### config.mk
export PLATFORM = sky130hd
export DESIGN_NAME = code_auth_fsm
export DESIGN_NICKNAME = d
export VERILOG_FILES = /design/src/rtl/auth_pkg.sv /design/src/rtl/auth_compare.sv /design/src/rtl/code_auth_fsm.sv
export SDC_FILE = /design/constraint.sdc
export NUM_CORES = 1
export LEC_CHECK = 0
export ABC_AREA = 1
export CAP_MARGIN = 10
export CORE_ASPECT_RATIO = 0.6
export CORE_MARGIN = 5
export CORE_UTILIZATION = 40
export DETAILED_ROUTE_END_ITERATION = 12
export GPL_TIMING_DRIVEN = 0
export PLACE_DENSITY = 0.79
export SLEW_MARGIN = 20
export SYNTH_ARGS = -nofsm -noshare
export SYNTH_HDL_FRONTEND = slang
export SYNTH_SLANG_ARGS = --single-unit
### constraint.sdc
create_clock -name clk -period 1.7 [get_ports clk]
set_input_delay 0.255 -clock clk [delete_from_list [all_inputs] [get_ports clk]]
set_output_delay 0.255 -clock clk [all_outputs]
set_load 0.01 [all_outputs]
### src/rtl/auth_pkg.sv
// Shared definitions for the code authenticator: state encoding and the
// default parameter values used by code_auth_fsm.
package auth_pkg;

   // Two-bit state encoding of the authenticator
   typedef enum logic [1:0] {
      ST_IDLE   = 2'd0,
      ST_ARMED  = 2'd1,
      ST_LOCKED = 2'd2
   } auth_state_t;

   localparam int DEF_WIDTH       = 8;
   localparam int DEF_MAX_TRIES   = 3;
   localparam int DEF_LOCK_CYCLES = 16;

endpackage : auth_pkg

### src/rtl/auth_compare.sv
// Combinational WIDTH-bit equality: AND-reduce of the per-bit XNOR of
// secret and guess. When AUTH_DIFF_EN is defined it also exposes the
// per-bit XOR (difference) vector.
module auth_compare #(
   parameter int WIDTH = 8
) (
   input  logic [WIDTH-1:0] secret,
   input  logic [WIDTH-1:0] guess,
`ifdef AUTH_DIFF_EN
   output logic [WIDTH-1:0] diff,
`endif
   output logic             equal
);

   logic [WIDTH-1:0] xnor_vec;

   // One XNOR per bit; a bit is 1 where secret and guess agree
   generate
      for (genvar gi = 0; gi < WIDTH; gi++) begin : g_bit
         assign xnor_vec[gi] = ~(secret[gi] ^ guess[gi]);
      end
   endgenerate

   assign equal = &xnor_vec;

`ifdef AUTH_DIFF_EN
   assign diff = ~xnor_vec;
`endif

endmodule : auth_compare

### src/rtl/code_auth_fsm.sv
// Sequential code authenticator. Holds a secret loaded by the setter,
// checks guesses against it, counts consecutive failures and enters a
// timed lockout after MAX_TRIES of them. All outputs are registered.
// Optional macro AUTH_DIFF_EN adds the diff_bits output (secret XOR guess).
module code_auth_fsm
   import auth_pkg::*;
#(
   parameter int WIDTH       = DEF_WIDTH,
   parameter int MAX_TRIES   = DEF_MAX_TRIES,
   parameter int LOCK_CYCLES = DEF_LOCK_CYCLES
) (
   input  logic                           clk,
   input  logic                           rst,
   input  logic                           set_valid,
   input  logic [WIDTH-1:0]               set_code,
   input  logic                           guess_valid,
   input  logic [WIDTH-1:0]               guess_code,
   output logic                           matched,
   output logic                           unmatched,
   output logic                           rejected,
   output logic                           locked,
   output logic                           armed,
`ifdef AUTH_DIFF_EN
   output logic [WIDTH-1:0]               diff_bits,
`endif
   output logic [$clog2(MAX_TRIES+1)-1:0] tries_left
);

   localparam int TW = $clog2(MAX_TRIES + 1);
   localparam int LW = (LOCK_CYCLES > 1) ? $clog2(LOCK_CYCLES) : 1;

   localparam logic [TW-1:0] TRIES_FULL = TW'(MAX_TRIES);
   localparam logic [LW-1:0] LOCK_LOAD  = LW'(LOCK_CYCLES - 1);

   auth_state_t      state_reg;
   logic [WIDTH-1:0] secret_reg;
   logic [LW-1:0]    lock_cnt_reg;
   logic             equal;
`ifdef AUTH_DIFF_EN
   logic [WIDTH-1:0] diff_vec;
`endif

   auth_compare #(
      .WIDTH (WIDTH)
   ) u_compare (
      .secret (secret_reg),
      .guess  (guess_code),
`ifdef AUTH_DIFF_EN
      .diff   (diff_vec),
`endif
      .equal  (equal)
   );

   // State machine with registered pulses, status flags and counters
   always_ff @(posedge clk) begin
      if (rst) begin
         state_reg    <= ST_IDLE;
         secret_reg   <= '0;
         lock_cnt_reg <= '0;
         matched      <= 1'b0;
         unmatched    <= 1'b0;
         rejected     <= 1'b0;
         locked       <= 1'b0;
         armed        <= 1'b0;
         tries_left   <= TRIES_FULL;
`ifdef AUTH_DIFF_EN
         diff_bits    <= '0;
`endif
      end else begin
         // Pulses default low so each lasts exactly one cycle
         matched   <= 1'b0;
         unmatched <= 1'b0;
         rejected  <= 1'b0;

         case (state_reg)
            ST_IDLE: begin
               // No secret yet: every guess is turned away
               if (guess_valid) begin
                  rejected <= 1'b1;
               end
               if (set_valid) begin
                  secret_reg <= set_code;
                  state_reg  <= ST_ARMED;
                  armed      <= 1'b1;
                  tries_left <= TRIES_FULL;
               end
            end

            ST_ARMED: begin
               if (set_valid) begin
                  // A new secret wins over a same-cycle guess
                  secret_reg <= set_code;
                  tries_left <= TRIES_FULL;
                  if (guess_valid) begin
                     rejected <= 1'b1;
                  end
               end else if (guess_valid) begin
                  if (equal) begin
                     matched    <= 1'b1;
                     tries_left <= TRIES_FULL;
`ifdef AUTH_DIFF_EN
                     diff_bits  <= '0;
`endif
                  end else begin
                     unmatched <= 1'b1;
`ifdef AUTH_DIFF_EN
                     diff_bits <= diff_vec;
`endif
                     if (tries_left <= TW'(1)) begin
                        // Last allowed failure: start the lockout timer
                        tries_left   <= '0;
                        state_reg    <= ST_LOCKED;
                        locked       <= 1'b1;
                        armed        <= 1'b0;
                        lock_cnt_reg <= LOCK_LOAD;
                     end else begin
                        tries_left <= tries_left - TW'(1);
                     end
                  end
               end
            end

            ST_LOCKED: begin
               // Guesses are refused and secret updates are dropped
               if (guess_valid) begin
                  rejected <= 1'b1;
               end
               if (lock_cnt_reg == '0) begin
                  state_reg  <= ST_ARMED;
                  locked     <= 1'b0;
                  armed      <= 1'b1;
                  tries_left <= TRIES_FULL;
               end else begin
                  lock_cnt_reg <= lock_cnt_reg - LW'(1);
               end
            end

            default: begin
               state_reg <= ST_IDLE;
               locked    <= 1'b0;
               armed     <= 1'b0;
            end
         endcase
      end
   end

endmodule : code_auth_fsm

* After elaboration in Yosys (flattened, before gate mapping)
Index checks and enable logic that the tools add are counted.
** Operators by class
- Add/sub/neg operators :: 2
- Order comparisons :: 1
- Equal/unequal tests :: 10
- Multiplexer cells :: 38
- Bitwise gates (word level) :: 19
- Reduce and logical (&&, ||, !) cells :: 13
** Operators by type and width (number)
- 2-bit two-way mux :: 12
- 4-bit two-way mux :: 5
- 6-bit AND reduction :: 3
- 1-bit two-way mux :: 15
- 2-bit != test (second input constant) :: 7
- 2-bit one-hot mux with 3 select lines :: 2
- 1-bit NOT :: 11
- 4-bit one-hot mux with 2 select lines :: 1
- 8-bit AND reduction :: 1
- 1-bit bitwise XOR :: 8
- 1-bit one-hot mux with 3 select lines :: 2
- 4-bit zero test :: 1
- 4-bit AND reduction :: 1
- 2-bit OR reduction :: 2
- 4-bit OR reduction :: 1
- 4-bit by 1-bit subtractor with 4-bit output (second input constant) :: 1
- 3-bit != test (second input constant) :: 1
- 3-bit nonzero test :: 1
- 2-bit by 1-bit equality test with 1-bit output (second input constant) :: 1
- 2-bit equality test (second input constant) :: 1
- 2-bit by 1-bit <= comparator with 1-bit output (second input constant) :: 1
- 2-bit zero test :: 1
- 1-bit one-hot mux with 2 select lines :: 1
- 2-bit AND reduction :: 1
- other kinds (2) :: 2
** Storage, ports and cells
- Bits in registers :: 21
- Output and inout port bits :: 7
- Logic and storage cells :: 92

* Longest topological paths before layout
Gate-level depths: netlist of the first run.
- Word-level depth :: 7
- Gate-level depth with buffers :: 10
- Gate-level depth less buffers :: 10

* Hierarchy
A second synthesis of the first run with hierarchy kept.
** Second synthesis, totals
- Cell total of the unflattened synthesis :: 162
- Area, all modules :: 1074.8 um^2
** By module, submodules not included
- code_auth_fsm :: instances 1, cells each 118, area each 909.6 um^2, seq. area each 400.4 um^2
- auth_compare :: instances 1, cells each 44, area each 165.2 um^2, seq. area each 0.0 um^2

* Least setup slack after synthesis of the first run
Ideal clock, no wire load.
- Path kind :: reg2reg
- Start point :: register lock_cnt_reg[0]
- End point :: register tries_left[1]
- Arrival time :: 1163 ps
- Slack :: 406 ps
- Stages on the path, launching flop included :: 10
- Buffers on the path :: 0
- Path through :: dfxtp_1 > inv_1 > ha_1 > nand3_1 > nand2_2 > nand2_1 > nor2_1 > nand2_1 > nand2_1 > nand3_1
** Between the ends
- Longest elaborated chain between the ends :: 3
** Ends and longest elaborated chain
- start: declaration :: line code_auth_fsm.sv:37 : logic [LW-1:0] lock_cnt_reg;
- start signal: assignment :: line code_auth_fsm.sv:134 : lock_cnt_reg <= lock_cnt_reg - LW'(1);
- 4-bit zero test :: line code_auth_fsm.sv:128 : if (lock_cnt_reg == '0) begin
- 2-bit != test (no source line)
- 4-bit AND reduction (no source line)
- end signal: assignment :: line code_auth_fsm.sv:117 : tries_left <= tries_left - TW'(1);
- end: declaration :: line code_auth_fsm.sv:26 : output logic [$clog2(MAX_TRIES+1)-1:0] tries_left
Every way passes these cells.
A chain may end at the register's enable or synchronous reset.

* Worst setup path in the final report of the first run
- Start point :: register lock_cnt_reg[0]
- End point :: register state_reg[0]
** Between the ends
- Longest elaborated chain between the ends :: 3
** Ends and longest elaborated chain
- 4-bit zero test :: line code_auth_fsm.sv:128
- 2-bit != test (no source line)
- 6-bit AND reduction (no source line)
- end signal: assignment :: line code_auth_fsm.sv:112 : state_reg <= ST_LOCKED;
- end signal: assignment :: line code_auth_fsm.sv:129 : state_reg <= ST_ARMED;
- end signal: assignment :: line code_auth_fsm.sv:139 : state_reg <= ST_IDLE;
- end: declaration :: line code_auth_fsm.sv:35 : auth_state_t state_reg;
Every way passes these cells.

==> flow_summary.yaml, run 1 <==
power:
  peakVddDrop_mv: 0.634
  total_power_w: 0.00179
  switching_power_w: 0.000685
  intPower_w: 0.00110
  pwr-share-clk_pct: 18.2
  power_density_mw_per_mm2: 1320
  p_sw_share_pct: 38.3
  p_leak_nw: 0.583
  power_frac_comb_pct: 42.7
  pwr-share-seq_pct: 39.1
synth:
  ys_types: 20
  yosys-top-cells-area: "dfxtp_1, nand2_1, inv_1"
  synth_warnings: 0
  yosys.area.top_type_share_pct: 41.9
  synth_nets: 164
  yosys.area.top_type: "dfxtp_1"
  avgSynthCellArea_sq_um: 7.02
  ys_ff_latch: 21
  netlist_area_sq_mm: 0.00100
  synth_seq_area_share_pct: 41.9
  synthCells: 143
status:
  status: "completed"
global_route:
  antenna_found_initial: 0
  grt_pass1_wl_mm: 4.08
  grt_pass1_vias: 939
  grt_usage_pct: 14.6
  grt_max_degree: 12
  overflow: 0
timing:
  min_period_ns: 1.52
  slew_violations: 0
  rsz0062_at_grt: "true"
  hold_viol_final: 0
  period_share_pct: 89.2
  whs_ns: 0.450
  final-setup-viol-count: 0
  max_freq_ghz: 0.659
  setup_slack_ns: 0.183
  final.setup_skew_ns: 0.00256
  worstMarginPinSlew_ns: 0.405
  slew_headroom_pct: 73.0
layout:
  layout_common_cells: "nand2_1, clkdlybuf4s50_1, dfxtp_1"
  area_growth_pct: 34.7
  diodes: 0
  largest_reg_flops: 8
  fin_nets: 195
  drive_gt1_share_pct: 9.25
  final_common_cell: "nand2_1"
routing:
  wire_per_inst_um: 12.1
  viasPerCell: 4.87
  drt.antenna.violating_nets: 0
  wl_met2_mm: 1.17
  first_pass_iters: 4
  drtIter0Drc: 59
  drt_wl_total_mm: 2.47
  routed.top_layer: "met4"
  drt-met1-wl_mm: 1.14
  wl_met3_um: 123
  vias: 999
  drc: 0
cts:
  clockBufferDepth: 2
  cts_buffers: 3
  root_buffer: "clkbuf_8"
  cts.sinks: 21
  clk_latency_ns: 0.26
  cts_max_level: 1
  clk_pin_slew_worst_paths_ns: 0.07
  cts_setup_buffers: 0
  cts_tree: "done"
worst_hold_path:
  holdCritPathClass: "register to register"
  hp-start: "locked"
  min_path_cells: 2
  hold_end: "locked"
placed_design:
  pre_cts_slack_ns: 0.0279
  gp_congestion: 0.823
  io_buffers: 26
  place_hpwl_mm: 1.93
floorplanning:
  dieWidth_um: 74.7
  initial_core_util_pct: 40.9
  rows: 14
  core_area_sq_mm: 0.00245
  io_pins: 27
  die_h_um: 48.8
  dieArea_sq_mm: 0.00364
job:
  maxCapViolations: 0
critical_path:
  r2r_end: "state_reg[0]"
  reg2reg_slack_ns: 0.18
  cp.arrival_ns: 1.71
  rr_worst_depth: 8
  r2r-start: "lock_cnt_reg[0]"
  critPathKind: "register to register"
  cp-end-kind: "register"
  worst_ep_required_time_ns: 1.90
  worstSetupStartpointType: "register"
  path_max_fanout: 4
==> power by group through the flow <==
| stage | Sequential (W) | Combinational (W) | Clock, W |
|---|---|---|---|
| CTS | 0.000699 | 0.000758 | 0.000337 |
| global route | 0.000714 | 0.000861 | 0.000357 |
| floorplan | 0.000710 | 0.000500 | 0 |
| global placement | 0.000702 | 0.000717 | 0 |
| detailed placement | 0.000710 | 0.000749 | 0 |
| finish | 0.000699 | 0.000763 | 0.000325 |
==> layout make-up <==
cell class,count,area (sq um)
plain buffers,2,8.76
clock buffers,4,45.0
fillers,239,1100
inverters,21,78.8
multi-input cells,99,498
flip-flops and latches,21,420
well taps,32,40.0
repair buffers,26,260
==> logic make-up after synthesis <==
group                    after synthesis  synth area share [%]
AO/OA/AOI/OAI                         27                  14.5
buffers and inverters                 23                  8.73
XOR/XNOR                               5                  4.36
adder cells (fa/ha/maj)                1                  1.25
AND/OR/NAND/NOR                       66                  29.3
flip-flops                            21                  41.9
==> cells in the mapped netlist <==
library cell and count:
nand2_1 30, dfxtp_1 21, inv_1 17, nor2_1 17
a21oi_1 12, o21ai_0 12, nand3_1 7, nand4_1 5
xnor2_1 5, inv_2 4, a21oi_2 2, nand2_2 2
nand3_2 2, and3_1 1, buf_2 1, clkbuf_1 1
ha_1 1, nor2_2 1, nor4_1 1, o31ai_1 1
==> metal layers <==
| metal | up-vias | GRT usage (%) |
|---|---|---|
| li1 | 524 | - |
| met5 | - | 0 |
| met3 | 5 | 4.53 |
| met2 | 27 | 22.0 |
| met4 | 0 | 7.10 |
| met1 | 443 | 18.6 |
==> worst max path at each step <==
stage / startpoint / endpoint / slack (ns)
CTS: lock_cnt_reg[0] / tries_left[1] / 0.17
detailed placement: guess_code[0] / lock_cnt_reg[3] / 0.03
global route: lock_cnt_reg[0] / tries_left[1] / -0.03
finish: lock_cnt_reg[0] / state_reg[0] / 0.18
floorplan: lock_cnt_reg[0] / tries_left[1] / 0.41
global placement: guess_code[0] / lock_cnt_reg[3] / 0.06
==> what timing repair did <==
action	CTS	global route
hold endpoints to repair	0	0
hold buffers	0	0
gates resized for setup	0	1
setup endpoints to repair	0	1
==> worst max-delay path, stage by stage, from the launching register on <==
cell and delay (ns):
dfxtp_1 0.30, inv_1 0.10, ha_1 0.22, nand3_1 0.15
nand2_2 0.13, nand2_1 0.13, nor2_1 0.15, nand4_1 0.13
a21oi_1 0.15
==> metrics by stage <==
stage	setup TNS (ns)	utilization [%]	instance area, sq um	instances
finish	0	55.1	1350	205
global route	-0.0375	55.1	1350	205
CTS	0	55.0	1350	205
detailed placement	0	53.2	1300	201
global placement	0	53.2	1300	201
floorplan	0	-	1000	143
(Power assumes the default switching activity.)
==> inputs of run 2 (changes only) <==
--- a/config.mk
+++ b/config.mk
@@ -7,12 +7,13 @@
 export LEC_CHECK = 0
 export ABC_AREA = 1
 export CAP_MARGIN = 10
-export CORE_ASPECT_RATIO = 0.6
+export CELL_PAD_IN_SITES_DETAIL_PLACEMENT = 1
+export CELL_PAD_IN_SITES_GLOBAL_PLACEMENT = 1
 export CORE_MARGIN = 5
-export CORE_UTILIZATION = 40
+export CORE_UTILIZATION = 32
 export DETAILED_ROUTE_END_ITERATION = 12
 export GPL_TIMING_DRIVEN = 0
-export PLACE_DENSITY = 0.79
+export PLACE_DENSITY = 0.87
 export SLEW_MARGIN = 20
 export SYNTH_ARGS = -nofsm -noshare
 export SYNTH_HDL_FRONTEND = slang
==> run 2 against run 1 <==
Net effect: flip-flop and latch count did not move; sequential power fell by 0.6%; non-clock buffer count unchanged; combinational power is 2% higher; highest routed layer unchanged; worst hold slack improved by 0.012 ns; largest cell class unchanged; maximum frequency shrank 1.6%; largest power group unchanged; die area rose by 20%; global-route usage fell by 1.6 points; setup slack worse by 0.025 ns; register-to-register slack worse by 0.03 ns; sequential share of layout area grew 0.087 points; clock power is 23% lower.
==> flow_summary.yaml, run 2 (synthesis results as in run 1) <==
status:
  status: "completed"
critical_path:
  r2r-start: "lock_cnt_reg[0]"
  worstSetupStartpointType: "register"
  worst_ep_required_time_ns: 1.89
  critPathKind: "register to register"
  cp.arrival_ns: 1.73
  critPathLaunch: "lock_cnt_reg[0]"
  reg2reg_slack_ns: 0.16
  r2r_end: "tries_left[1]"
  cp-end-kind: "register"
  path_max_fanout: 4
  rr_worst_depth: 9
layout:
  fin_area_sq_mm: 0.00135
  diodes: 0
  layout_common_cells: "nand2_1, clkdlybuf4s50_1, dfxtp_1"
  final_common_cell: "nand2_1"
  largest_reg_flops: 8
  final_util_pct: 44.5
  fin_nets: 195
  drive_gt1_share_pct: 9.25
  area_growth_pct: 34.3
timing:
  min_period_ns: 1.54
  slew_violations: 0
  period_share_pct: 90.7
  final.setup_skew_ns: 0.0112
  slew_headroom_pct: 73.2
  rsz0062_at_grt: "false"
  max_freq_ghz: 0.649
  worstMarginPinSlew_ns: 0.401
  hold_viol_final: 0
  final-setup-viol-count: 0
  setup_tns_ns: 0
floorplanning:
  io_pins: 27
  dieWidth_um: 66
  rows: 20
  initial_core_util_pct: 33.1
  dieArea_sq_mm: 0.00436
  core_area_sq_mm: 0.00303
  die_h_um: 66
worst_hold_path:
  hold_end: "locked"
  min_path_cells: 2
  holdCritPathClass: "register to register"
  hp-start: "locked"
power:
  pwr-share-seq_pct: 40.4
  peakVddDrop_mv: 0.500
  pwr-share-clk_pct: 14.6
  p_leak_nw: 0.575
  power_density_mw_per_mm2: 1280
  intPower_w: 0.00103
  power_frac_comb_pct: 45.1
  p_sw_share_pct: 40.4
  switching_power_w: 0.000695
cts:
  clockBufferDepth: 2
  cts_setup_buffers: 0
  cts.sinks: 21
  clk_latency_ns: 0.31
  cts_max_level: 1
  cts_buffers: 3
  root_buffer: "clkbuf_4"
  clk_pin_slew_worst_paths_ns: 0.11
  cts_tree: "done"
global_route:
  grt_usage_pct: 13.0
  antenna_found_initial: 0
  grt_max_degree: 12
  overflow: 0
  grt_pass1_wl_mm: 4.49
  grt_pass1_vias: 1061
routing:
  first_pass_iters: 3
  viasPerCell: 4.67
  drt.antenna.violating_nets: 0
  drt_wl_total_mm: 2.60
  drc: 0
  drtIter0Drc: 21
  vias: 1013
  wire_per_inst_um: 12.0
placed_design:
  place_hpwl_mm: 2.12
  io_buffers: 26
  dpl_cell_area_sq_mm: 0.00132
  gp_congestion: 0.846
job:
  maxCapViolations: 0
==> run 2: cell counts in the layout (fill, tap and decap cells not counted) <==
Identical to the previous run, type by type.
==> run 2: area by class of cell <==
class | count | area [sq um]
plain buffers | 2 | 8.76
clock buffers | 4 | 26.3
fillers | 391 | 1680
inverters | 21 | 78.8
multi-input cells | 99 | 498
flip-flops and latches | 21 | 420
well taps | 44 | 55.1
repair buffers | 26 | 260
==> run 2: worst max-delay path by stage <==
| stage | cells past startpoint | slack (ns) | to |
|---|---|---|---|
| 6_report | 9 | 0.16 | tries_left[1] |
| 5_1_grt | 8 | 0.03 | state_reg[0] |
| 4_1_cts | 9 | 0.16 | tries_left[1] |
| 3_5_place_dp | 9 | 0.01 | lock_cnt_reg[3] |
| 3_3_place_gp | 5 | 0.06 | secret_reg[3] |
| 2_1_floorplan | 9 | 0.41 | tries_left[1] |
==> run 2: worst max-delay path: stages, from the launching register on <==
cell     delay (ns)
dfxtp_1        0.32
inv_1          0.11
ha_1           0.21
nand3_1        0.14
nand2_2        0.13
nand2_1        0.11
nor2_1         0.21
nand2_1        0.07
nand2_1        0.06
nand3_1        0.07
==> run 2: repair_timing <==
| action | CTS | global route |
|---|---|---|
| hold buffers | 0 | 0 |
| endpoints found under the setup margin | 0 | 1 |
| resized for setup | 0 | 1 |
==> run 2: power by group through the flow <==
stage          registers, W  logic, W  clock network [W]
6_report           0.000695  0.000776           0.000251
5_1_grt            0.000713  0.000880           0.000278
4_1_cts            0.000697  0.000774           0.000255
3_5_place_dp       0.000708  0.000766                  0
3_3_place_gp       0.000703  0.000720                  0
2_1_floorplan      0.000710  0.000500                  0
==> run 2: stage by stage <==
step                      total power, W  hold slack, ns  std cells  setup WS [ns]
final                            0.00172           0.462        217          0.158
after global routing             0.00187           0.490        217         0.0283
after CTS                        0.00173           0.470        217          0.163
after detailed placement         0.00147           0.453        213        0.00952
after global placement           0.00142           0.435        213         0.0573
after floorplan                  0.00121           0.324        143          0.406
==> run 2: routing by layer <==
metal	vias to the layer above	GRT usage [%]	routed length, um
li1	521	-	-
met4	0	5.33	47
met1	473	14.9	1140
met2	14	24.4	1360
met3	5	1.02	54
met5	-	0	0
